===== config.mk =====
export PLATFORM = sky130hd
export DESIGN_NAME = adder_share_sched_flat
export DESIGN_NICKNAME = d
export VERILOG_FILES = /design/src/rtl/adder_share_sched_pkg.sv /design/src/rtl/adder_share_sched_if.sv /design/src/rtl/adder_share_sched_rr_arbiter.sv /design/src/rtl/adder_share_sched.sv /design/src/flat_wrapper.sv
export SDC_FILE = /design/constraint.sdc
export NUM_CORES = 1
export LEC_CHECK = 0
export BUFFER_PORTS_ARGS = -buffer_cell sky130_fd_sc_hd__buf_2
export CORE_MARGIN = 5
export CORE_UTILIZATION = 35
export DETAILED_ROUTE_END_ITERATION = 10
export GPL_TIMING_DRIVEN = 0
export PLACE_DENSITY = 0.61
export SLEW_MARGIN = 0
export SYNTH_ARGS = -nofsm -noshare
export SYNTH_HDL_FRONTEND = slang
export SYNTH_SLANG_ARGS = --single-unit

===== constraint.sdc =====
create_clock -name CLK -period 2.7 [get_ports CLK]
set_clock_uncertainty 0.05 [all_clocks]
set_input_delay 0.54 -clock CLK [delete_from_list [all_inputs] [get_ports CLK]]
set_output_delay 0.54 -clock CLK [all_outputs]
set_load 0.05 [all_outputs]

===== src/rtl/adder_share_sched_pkg.sv =====
// adder_share_sched_pkg
//   Shared definitions for the adder-sharing scheduler:
//   - scheduler state encodings and the state enum built from them
//   - id_width(): width of a requester index for a given requester count
package adder_share_sched_pkg;

  localparam logic [2:0] ST_IDLE_ENC  = 3'd0;
  localparam logic [2:0] ST_ISSUE_ENC = 3'd1;
  localparam logic [2:0] ST_WAIT_ENC  = 3'd2;
  localparam logic [2:0] ST_RESP_ENC  = 3'd3;
  localparam logic [2:0] ST_CLEAR_ENC = 3'd4;

  typedef enum logic [2:0] {
    ST_IDLE  = ST_IDLE_ENC,
    ST_ISSUE = ST_ISSUE_ENC,
    ST_WAIT  = ST_WAIT_ENC,
    ST_RESP  = ST_RESP_ENC,
    ST_CLEAR = ST_CLEAR_ENC
  } state_t;

  // Index width for n requesters; never narrower than one bit.
  function automatic int id_width(input int n);
    return (n > 1) ? $clog2(n) : 1;
  endfunction

endpackage


===== src/rtl/adder_share_sched_if.sv =====
// adder_share_sched_if
//   Bundles the requester handshakes, the response channel, the shared
//   adder connection and the operation counter of adder_share_sched.
//   Modports:
//     slave  - the scheduler (accepts requests, drives response and adder)
//     master - the environment (requesters, response consumer, adder)
//   Signals:
//     REQ_VALID/REQ_A/REQ_B/REQ_READY     per-requester operand handshake
//     RSP_VALID/RSP_READY/RSP_ID/RSP_DATA/RSP_ERR   result channel
//     ADD_VAL1/ADD_VAL2/ADD_VAL1_VALID/ADD_VAL2_VALID/ADD_RST   to adder
//     ADD_IS_READY/ADD_OUTPUT_VAL/ADD_OUTPUT_VALID             from adder
//     OP_COUNT                            completed operation count
interface adder_share_sched_if
  import adder_share_sched_pkg::*;
#(
  parameter int ADDER_WIDTH = 4,
  parameter int NUM_REQ     = 4
);
  localparam int ID_W = id_width(NUM_REQ);

  logic [NUM_REQ-1:0]             REQ_VALID;
  logic [NUM_REQ*ADDER_WIDTH-1:0] REQ_A;
  logic [NUM_REQ*ADDER_WIDTH-1:0] REQ_B;
  logic [NUM_REQ-1:0]             REQ_READY;

  logic                           RSP_VALID;
  logic                           RSP_READY;
  logic [ID_W-1:0]                RSP_ID;
  logic [ADDER_WIDTH-1:0]         RSP_DATA;
  logic                           RSP_ERR;

  logic [ADDER_WIDTH-1:0]         ADD_VAL1;
  logic [ADDER_WIDTH-1:0]         ADD_VAL2;
  logic                           ADD_VAL1_VALID;
  logic                           ADD_VAL2_VALID;
  logic                           ADD_RST;
  logic                           ADD_IS_READY;
  logic [ADDER_WIDTH-1:0]         ADD_OUTPUT_VAL;
  logic                           ADD_OUTPUT_VALID;

  logic [15:0]                    OP_COUNT;

  modport slave (
    input  REQ_VALID, REQ_A, REQ_B, RSP_READY,
           ADD_IS_READY, ADD_OUTPUT_VAL, ADD_OUTPUT_VALID,
    output REQ_READY, RSP_VALID, RSP_ID, RSP_DATA, RSP_ERR,
           ADD_VAL1, ADD_VAL2, ADD_VAL1_VALID, ADD_VAL2_VALID, ADD_RST,
           OP_COUNT
  );

  modport master (
    output REQ_VALID, REQ_A, REQ_B, RSP_READY,
           ADD_IS_READY, ADD_OUTPUT_VAL, ADD_OUTPUT_VALID,
    input  REQ_READY, RSP_VALID, RSP_ID, RSP_DATA, RSP_ERR,
           ADD_VAL1, ADD_VAL2, ADD_VAL1_VALID, ADD_VAL2_VALID, ADD_RST,
           OP_COUNT
  );

endinterface


===== src/rtl/adder_share_sched_rr_arbiter.sv =====
// rr_arbiter
//   Combinational round-robin priority encoder. Searches req circularly
//   starting at index ptr and returns the first set position.
//   Ports:
//     req        in   NUM_REQ  request vector
//     ptr        in   ID_W     search start index (must be < NUM_REQ)
//     grant_idx  out  ID_W     index of the winning request (0 if none)
//     grant_any  out  1        at least one request is set
module rr_arbiter #(
  parameter int NUM_REQ = 4,
  parameter int ID_W    = 2
) (
  input  logic [NUM_REQ-1:0] req,
  input  logic [ID_W-1:0]    ptr,
  output logic [ID_W-1:0]    grant_idx,
  output logic               grant_any
);

  // cand_idx[k] is the requester examined k-th, i.e. (ptr + k) mod NUM_REQ.
  logic [ID_W-1:0]    cand_idx [NUM_REQ];
  logic [NUM_REQ-1:0] rot_req;

  for (genvar gi = 0; gi < NUM_REQ; gi++) begin : g_rot
    logic [ID_W:0] sum_w;
    logic [ID_W:0] wrap_w;
    assign sum_w  = {1'b0, ptr} + (ID_W+1)'(gi);
    assign wrap_w = sum_w - (ID_W+1)'(NUM_REQ);
    // ptr < NUM_REQ, so a single conditional subtract is a full modulo.
    assign cand_idx[gi] = (sum_w >= (ID_W+1)'(NUM_REQ)) ? wrap_w[ID_W-1:0]
                                                        : sum_w[ID_W-1:0];
    assign rot_req[gi]  = req[cand_idx[gi]];
  end

  // Walk from the farthest offset down so the nearest set request wins.
  always_comb begin
    grant_idx = '0;
    for (int k = NUM_REQ - 1; k >= 0; k--) begin
      if (rot_req[k]) begin
        grant_idx = cand_idx[k];
      end
    end
  end

  assign grant_any = |req;

endmodule


===== src/rtl/adder_share_sched.sv =====
// adder_share_sched
//   Shares one multi-cycle adder among NUM_REQ requesters. One operation is
//   in flight at a time: grant (round-robin), issue operands to the adder,
//   wait for its result (or time out), present the tagged response, then
//   pulse the adder reset before the next grant.
//   Ports:
//     CLK   in  clock
//     RST   in  synchronous active-high reset; also forces ADD_RST high
//     bus   adder_share_sched_if.slave: request handshakes, response
//           channel, adder connection and OP_COUNT
module adder_share_sched
  import adder_share_sched_pkg::*;
#(
  parameter int ADDER_WIDTH    = 4,
  parameter int NUM_REQ        = 4,
  parameter int TIMEOUT_CYCLES = 16
) (
  input  logic               CLK,
  input  logic               RST,
  adder_share_sched_if.slave bus
);

  localparam int ID_W    = id_width(NUM_REQ);
  localparam int TIMER_W = $clog2(TIMEOUT_CYCLES);

  state_t                 state_reg, state_next;
  logic [ID_W-1:0]        ptr_reg;
  logic [ID_W-1:0]        id_reg;
  logic [ADDER_WIDTH-1:0] op_a_reg, op_b_reg;
  logic [ADDER_WIDTH-1:0] rsp_data_reg;
  logic                   rsp_err_reg;
  logic [TIMER_W-1:0]     timer_reg;
  logic [15:0]            op_count_reg;

  logic [ID_W-1:0]        arb_idx;
  logic                   arb_any;
  logic                   grant_fire;
  logic                   rsp_fire;
  logic                   timeout_hit;

  rr_arbiter #(
    .NUM_REQ (NUM_REQ),
    .ID_W    (ID_W)
  ) u_arb (
    .req       (bus.REQ_VALID),
    .ptr       (ptr_reg),
    .grant_idx (arb_idx),
    .grant_any (arb_any)
  );

  assign timeout_hit = (timer_reg == TIMER_W'(TIMEOUT_CYCLES - 1));

  always_ff @(posedge CLK) begin
    if (RST) begin
      state_reg <= ST_IDLE;
    end else begin
      state_reg <= state_next;
    end
  end

  // Next state and the strobe-style outputs. Strobes are masked by RST so
  // that every output sits at its reset value while reset is held.
  always_comb begin
    state_next         = state_reg;
    grant_fire         = 1'b0;
    rsp_fire           = 1'b0;
    bus.REQ_READY      = '0;
    bus.ADD_VAL1_VALID = 1'b0;
    bus.ADD_VAL2_VALID = 1'b0;
    bus.RSP_VALID      = 1'b0;
    bus.ADD_RST        = RST;
    unique case (state_reg)
      ST_IDLE: begin
        if (arb_any && bus.ADD_IS_READY && !RST) begin
          grant_fire    = 1'b1;
          bus.REQ_READY = NUM_REQ'(1) << arb_idx;
          state_next    = ST_ISSUE;
        end
      end
      ST_ISSUE: begin
        bus.ADD_VAL1_VALID = !RST;
        bus.ADD_VAL2_VALID = !RST;
        state_next         = ST_WAIT;
      end
      ST_WAIT: begin
        if (bus.ADD_OUTPUT_VALID || timeout_hit) begin
          state_next = ST_RESP;
        end
      end
      ST_RESP: begin
        bus.RSP_VALID = !RST;
        if (bus.RSP_READY) begin
          rsp_fire   = 1'b1;
          state_next = ST_CLEAR;
        end
      end
      ST_CLEAR: begin
        bus.ADD_RST = 1'b1;
        state_next  = ST_IDLE;
      end
      default: begin
        state_next = ST_IDLE;
      end
    endcase
  end

  always_ff @(posedge CLK) begin
    if (RST) begin
      ptr_reg      <= '0;
      id_reg       <= '0;
      op_a_reg     <= '0;
      op_b_reg     <= '0;
      rsp_data_reg <= '0;
      rsp_err_reg  <= 1'b0;
      timer_reg    <= '0;
      op_count_reg <= '0;
    end else begin
      if (grant_fire) begin
        op_a_reg <= bus.REQ_A[arb_idx*ADDER_WIDTH +: ADDER_WIDTH];
        op_b_reg <= bus.REQ_B[arb_idx*ADDER_WIDTH +: ADDER_WIDTH];
        id_reg   <= arb_idx;
        ptr_reg  <= (arb_idx == ID_W'(NUM_REQ - 1)) ? '0 : arb_idx + ID_W'(1);
      end
      if (state_reg == ST_ISSUE) begin
        timer_reg <= '0;
      end
      if (state_reg == ST_WAIT) begin
        // A result arriving on the timeout cycle is still delivered.
        if (bus.ADD_OUTPUT_VALID) begin
          rsp_data_reg <= bus.ADD_OUTPUT_VAL;
          rsp_err_reg  <= 1'b0;
        end else if (timeout_hit) begin
          rsp_data_reg <= '0;
          rsp_err_reg  <= 1'b1;
        end else begin
          timer_reg <= timer_reg + TIMER_W'(1);
        end
      end
      if (rsp_fire) begin
        op_count_reg <= op_count_reg + 16'd1;
      end
    end
  end

  // Operands stay on the adder bus after the issue cycle.
  assign bus.ADD_VAL1 = op_a_reg;
  assign bus.ADD_VAL2 = op_b_reg;
  assign bus.RSP_ID   = id_reg;
  assign bus.RSP_DATA = rsp_data_reg;
  assign bus.RSP_ERR  = rsp_err_reg;
  assign bus.OP_COUNT = op_count_reg;

endmodule


===== src/flat_wrapper.sv =====
// flat-port wrapper written by rule: the top's interface ports become plain ports
module adder_share_sched_flat import adder_share_sched_pkg::*;
#(
  parameter int ADDER_WIDTH    = 4,
  parameter int NUM_REQ        = 4,
  parameter int TIMEOUT_CYCLES = 16
)
  (CLK, RST, bus_REQ_VALID, bus_REQ_A, bus_REQ_B, bus_RSP_READY, bus_ADD_IS_READY, bus_ADD_OUTPUT_VAL, bus_ADD_OUTPUT_VALID, bus_REQ_READY, bus_RSP_VALID, bus_RSP_ID, bus_RSP_DATA, bus_RSP_ERR, bus_ADD_VAL1, bus_ADD_VAL2, bus_ADD_VAL1_VALID, bus_ADD_VAL2_VALID, bus_ADD_RST, bus_OP_COUNT);
  adder_share_sched_if #(.ADDER_WIDTH(ADDER_WIDTH), .NUM_REQ(NUM_REQ)) bus_i ();
  input  logic CLK;
  input  logic RST;
  input wire logic [$bits(bus_i.REQ_VALID)-1:0] bus_REQ_VALID;
  input wire logic [$bits(bus_i.REQ_A)-1:0] bus_REQ_A;
  input wire logic [$bits(bus_i.REQ_B)-1:0] bus_REQ_B;
  input wire logic [$bits(bus_i.RSP_READY)-1:0] bus_RSP_READY;
  input wire logic [$bits(bus_i.ADD_IS_READY)-1:0] bus_ADD_IS_READY;
  input wire logic [$bits(bus_i.ADD_OUTPUT_VAL)-1:0] bus_ADD_OUTPUT_VAL;
  input wire logic [$bits(bus_i.ADD_OUTPUT_VALID)-1:0] bus_ADD_OUTPUT_VALID;
  output wire logic [$bits(bus_i.REQ_READY)-1:0] bus_REQ_READY;
  output wire logic [$bits(bus_i.RSP_VALID)-1:0] bus_RSP_VALID;
  output wire logic [$bits(bus_i.RSP_ID)-1:0] bus_RSP_ID;
  output wire logic [$bits(bus_i.RSP_DATA)-1:0] bus_RSP_DATA;
  output wire logic [$bits(bus_i.RSP_ERR)-1:0] bus_RSP_ERR;
  output wire logic [$bits(bus_i.ADD_VAL1)-1:0] bus_ADD_VAL1;
  output wire logic [$bits(bus_i.ADD_VAL2)-1:0] bus_ADD_VAL2;
  output wire logic [$bits(bus_i.ADD_VAL1_VALID)-1:0] bus_ADD_VAL1_VALID;
  output wire logic [$bits(bus_i.ADD_VAL2_VALID)-1:0] bus_ADD_VAL2_VALID;
  output wire logic [$bits(bus_i.ADD_RST)-1:0] bus_ADD_RST;
  output wire logic [$bits(bus_i.OP_COUNT)-1:0] bus_OP_COUNT;
  assign bus_i.REQ_VALID = bus_REQ_VALID;
  assign bus_i.REQ_A = bus_REQ_A;
  assign bus_i.REQ_B = bus_REQ_B;
  assign bus_i.RSP_READY = bus_RSP_READY;
  assign bus_i.ADD_IS_READY = bus_ADD_IS_READY;
  assign bus_i.ADD_OUTPUT_VAL = bus_ADD_OUTPUT_VAL;
  assign bus_i.ADD_OUTPUT_VALID = bus_ADD_OUTPUT_VALID;
  assign bus_REQ_READY = bus_i.REQ_READY;
  assign bus_RSP_VALID = bus_i.RSP_VALID;
  assign bus_RSP_ID = bus_i.RSP_ID;
  assign bus_RSP_DATA = bus_i.RSP_DATA;
  assign bus_RSP_ERR = bus_i.RSP_ERR;
  assign bus_ADD_VAL1 = bus_i.ADD_VAL1;
  assign bus_ADD_VAL2 = bus_i.ADD_VAL2;
  assign bus_ADD_VAL1_VALID = bus_i.ADD_VAL1_VALID;
  assign bus_ADD_VAL2_VALID = bus_i.ADD_VAL2_VALID;
  assign bus_ADD_RST = bus_i.ADD_RST;
  assign bus_OP_COUNT = bus_i.OP_COUNT;
  adder_share_sched #(.ADDER_WIDTH(ADDER_WIDTH), .NUM_REQ(NUM_REQ), .TIMEOUT_CYCLES(TIMEOUT_CYCLES)) u_core (.CLK(CLK), .RST(RST), .bus(bus_i));
endmodule

=== Word level (Yosys, flattened, before mapping) ===
Cells that the tools add are included.
Widths: inputs -> output; s select.

* Register bits after elaboration: 40
* Input port bits: 45
* Word-level logic and storage cells: 86

* Add/subtract/negate cells: 10
* $lt $le $gt $ge: 8
* Equality and inequality tests: 9
* Shift operators: 3
* Mux-type cells: 38
* Reduce and logical (&&, ||, !) cells: 9

{| class="wikitable"
|+ Operators with widths
! operator !! number
|-
| $mux 4 || 8
|-
| $shiftx 16x5->4 || 2
|-
| $mux 2 || 9
|-
| $add 16x1->16 const B || 1
|-
| $mux 1 || 13
|-
| $lt 2x3->1 const B || 4
|-
| $pmux 3 s4 || 1
|-
| $ge 3x3->1 const B || 3
|-
| $mux 3 || 3
|-
| $bmux 1 s2 || 4
|-
| $sub 2x1->2 const B || 4
|-
| $add 2x2->3 const B || 2
|-
| $eq 3x2->1 const B || 2
|-
| $add 4x1->4 const B || 1
|-
| $eq 4x4->1 const B || 1
|-
| $ne 2x1->1 const B || 2
|-
| $reduce_or 4->1 || 1
|-
| $shl 1x2->4 const A || 1
|-
| $add 2x1->3 const B || 1
|-
| $eq 3x1->1 const B || 1
|-
| $eq 3x3->1 const B || 1
|-
| $ge 2x3->1 const B || 1
|-
| $logic_not 3->1 || 1
|-
| $reduce_and 3->1 || 1
|-
| other kinds (8) || 9
|}

=== Depth between registers and ports, before layout ===
* Depth in word-level cells: 12
* Gate-level depth with buffers: 9
* Mapped depth without buffers: 7

=== Cells and area by module ===
Synthesis repeated with hierarchy kept, for this count alone.

* Cells, all modules: 234
* Area, all modules: 2078.2 sq um

{| class="wikitable"
|+ By module, submodules not included
! module !! instances !! cells an instance !! area an instance (sq um) !! sequential area each (sq um)
|-
| adder_share_sched || 1 || 221 || 2000.7 || 800.8
|-
| rr_arbiter || 1 || 13 || 77.6 || 0.0
|}

=== Least setup slack after synthesis ===
No wires, ideal clock.

* Path type: input-to-output
* Start: input port bus_REQ_VALID[2]
* End: output port bus_REQ_READY[1]
* Arrival time: 2.321 ns
* Setup slack: -0.211 ns
* Stages: 8
* Path through: nor2b_1 -> or4_1 -> buf_2 -> and2_4 -> buf_6 -> inv_2 -> nand2_2 -> nor2_1

* Cells in the longest elaborated chain, start to end: 9
* Elaborated cells between the ends (all ways): 18
* Those cells by class: shift (1); mux (14); reduce/logical (3)

{| class="wikitable"
|+ Ends and longest elaborated chain
! what !! RTL line !! RTL
|-
| start: declaration || flat_wrapper.sv:12 || <nowiki>input wire logic [$bits(bus_i.REQ_VALID)-1:0] bus_REQ_VALID;</nowiki>
|-
| $bmux 1 s2 || adder_share_sched_rr_arbiter.sv:31 || <nowiki>assign rot_req[gi] = req[cand_idx[gi]];</nowiki>
|-
| $mux 1 (not written as such) || adder_share_sched_rr_arbiter.sv:31 ||
|-
| $mux 2 (4 in a row) || adder_share_sched_rr_arbiter.sv:38 || <nowiki>if (rot_req[k]) begin</nowiki>
|-
| $shl 1x2->4 || adder_share_sched.sv:76 || <nowiki>bus.REQ_READY = NUM_REQ'(1) << arb_idx;</nowiki>
|-
| $mux 4 (*) || adder_share_sched.sv:74 || <nowiki>if (arb_any && bus.ADD_IS_READY && !RST) begin</nowiki>
|-
| $mux 4 (*) || adder_share_sched.sv:72 || <nowiki>unique case (state_reg)</nowiki>
|-
| end: declaration || flat_wrapper.sv:19 || <nowiki>output wire logic [$bits(bus_i.REQ_READY)-1:0] bus_REQ_READY;</nowiki>
|}

Mark *: on every way between the ends. The rest lies on a longest branch, timed or not. The select of a mux whose other input is x is not followed.

=== Worst setup path in the final report ===
* Start: input port bus_REQ_VALID[0]
* End: output port bus_REQ_READY[3]

Same word-level chain as after synthesis.

==> results.toml <==
[pwr]
p_per_area_mw_per_mm2 = 619.4
ir_drop_v = 0.0003467
total_power_mw = 1.731
leakagePower_nw = 1.249

[placement]
port_buffers = 82
gp_congestion = 0.8177
dp_hpwl_mm = 4.116
post-place-cells = 405
placed_cell_area_mm2 = 0.002574

[global_routing]
grt_pass1_wl_mm = 8.245
overflow = 0
grt_usage_pct = 13.63
antenna_found_initial = 0
grt_max_degree = 15
grt_pass1_vias = 1817

[worst_setup_path]
reg2reg_setup_slack_ps = 570
crit_arrival_ps = 2010
cp_max_fo = 5
cpMaxStageDelayCell = "or4_4"
max_stage_delay_ps = 540
end_kind = "primary output"
cp-start-kind = "input port"
path_common_cell = "and2_4"
cp_cell_sequence = "buf_2, nor2b_4, or4_4, and2_4, inv_2, ha_2, and2_4, buf_8"
cp.required_ps = 2110
crit_type = "input port to primary output"

[routing]
drc = 0
ant_nets = 0
drtIter0Drc = 48
drt_wl_total_mm = 5.470
drtPass1Iterations = 4
num_vias = 2096
via_per_inst = 5.051
routedWlPerCell_um = 13.18

[outcome]
status = "completed"

[die]
rows = 28
start_util_pct = 35.52
dieArea_mm2 = 0.007539
io_pins = 84
die_y_um = 86.83
core_area_mm2 = 0.005816
die_w_um = 86.83

[sta]
hold_violations = 0
slew_headroom_pct = 67.11
finalCritPeriodShare_pct = 96.40
rsz0062_at_grt = "false"
max_clock_freq_ghz = 0.3842
setup_violations = 0
drv_slew = 0
finalSetupTns_ps = 0
worstMarginPinSlew_ps = 493.4
finalCriticalPeriod_ps = 2603

[layout]
syn2layout_area_growth_pct = 35.31
num_antenna_cells = 0
nets = 387
layout-drive-gt1-share_pct = 33.82
finalInstanceArea_mm2 = 0.002795
fill_cells = 604
fin_util_pct = 48.06
largest_register_ffs = 16
final-instance-count-excl-fill = 415

[cts]
htreeDepth = 2
cts_made_buffers = 5
path_clk_slew_ps = 70
cts_buffer_depth = 2
tritoncts = "done"
clock-sinks = 40
holdBufCountCts = 0
clock_latency_ps = 290
cts_root_buf = "clkbuf_8"

[yosys]
synth.distinct_cells = 47
syn_area_mm2 = 0.002066
ys_seq_area_share_pct = 38.76
synth-seq-cells = 40
synth.avg_cell_area_um2 = 8.330
synthArstFlopShare_pct = 0
synth-edff-count = 0
yosysWarnings = 0
synth_nets = 296
synth-main-ff-cell = "dfxtp_1"
syn_inst = 248

[job]
cap_violations = 0

[min_path]
hold_class = "flop to flop"
==> stage by stage <==
| step | worst slack (ps) | hold slack [ps] |
|---|---|---|
| 2_1_floorplan | -12.60 | 386.2 |
| 3_3_place_gp | -312.5 | 380.1 |
| 3_5_place_dp | -321.0 | 392.2 |
| 5_1_grt | 29.98 | 432.6 |
| 6_report | 97.19 | 396.4 |
| 4_1_cts | 0.4523 | 404.5 |
==> routing by layer <==
layer  track usage, %  wire length, um
met5                0                0
met4            4.674               67
met3            3.327              253
met2            22.71             2752
met1            17.10             2398
==> synthesized netlist by cell type (5+ instances only) <==
master    instances  area, um2
dfxtp_1          40      800.8
nor2b_1           8      50.05
mux2i_1           5      50.05
nor3_1            7      35.03
nor2_1           31      116.4
o21ai_1           9      45.04
nand3_1           5      25.02
inv_1             5      18.77
o31ai_1           6      45.04
clkbuf_1          7      26.28
a21oi_1          10      50.05
nand2_1          23      86.33
a211oi_1          7      52.55
xnor2_1           8      70.07
a21boi_1          6      45.04
==> cell families (layout without fill, tap and decap cells) <==
group | count (synthesis) | after routing | share of synthesized area [%]
AND/OR/NAND/NOR | 110 | 110 | 27.38
AO/OA/AOI/OAI | 57 | 57 | 19.56
flip-flops | 40 | 40 | 38.76
buffers and inverters | 20 | 112 | 4.422
XOR/XNOR | 12 | 12 | 5.088
multiplexers | 6 | 6 | 2.968
adder cells (fa/ha/maj) | 3 | 3 | 1.817
==> timing repair <==
item                       CTS  global route
pin swaps                    1             1
resized for setup            9             6
buffers inserted             1             5
setup endpoints to repair    4             4
==> final timing paths <==
path                             start                endpoint  depth (start not counted)
hold reg to reg   u_core.bus.RSP_ID[1]    u_core.bus.RSP_ID[1]                          2
setup / recovery      bus_REQ_VALID[0]        bus_REQ_READY[3]                          8
hold / removal    u_core.bus.RSP_ID[1]    u_core.bus.RSP_ID[1]                          2
setup reg to reg     u_core.ptr_reg[0]  u_core.bus.ADD_VAL1[0]                          7
==> cell usage in the layout (no fill, tap or decap), drive strengths merged, types with 2 or more instances in the layout <==
master and instances:
a211o 2, a211oi 7, a21boi 6, a21o 2, a21oi 10, a221oi 6
a22oi 4, and2 4, and2b 3, and3 4, and4b 2, buf 91
bufinv 3, clkbuf 11, dfxtp 40, ha 3, inv 7, mux2i 5
nand2 24, nand2b 3, nand3 5, nand3b 3, nand4 3, nor2 32
nor2b 8, nor3 7, nor4 3, o21ai 11, o221ai 2, o31ai 6
or3 4, or4 2, xnor2 8, xor2 4
==> cell type report <==
type,count,area (um2),share of cell area [%]
Tap cell,75,93.84,3.357
Clock inverter,3,90.09,3.223
Multi-Input combinational cell,188,1202,43.02
Sequential cell,40,802.0,28.69
Buffer,9,41.29,1.477
Timing Repair Buffer,88,470.5,16.83
Clock buffer,5,68.82,2.462
Inverter,7,26.28,0.9400
==> power by group <==
| group | switching [mW] | leakage (nW) | internal (mW) |
|---|---|---|---|
| Clock | 0.211 | 0.0784 | 0.462 |
| Combinational | 0.265 | 0.846 | 0.147 |
| Sequential | 0.0235 | 0.325 | 0.623 |
==> worst max-delay path, delay by kind of cell <==
family                     cells  cell delay [ps]
and+or+nand+nor                4             1000
buffers and inverters          3              330
adders and majority gates      1              150
Note: power is estimated with default switching activity, not from simulation.
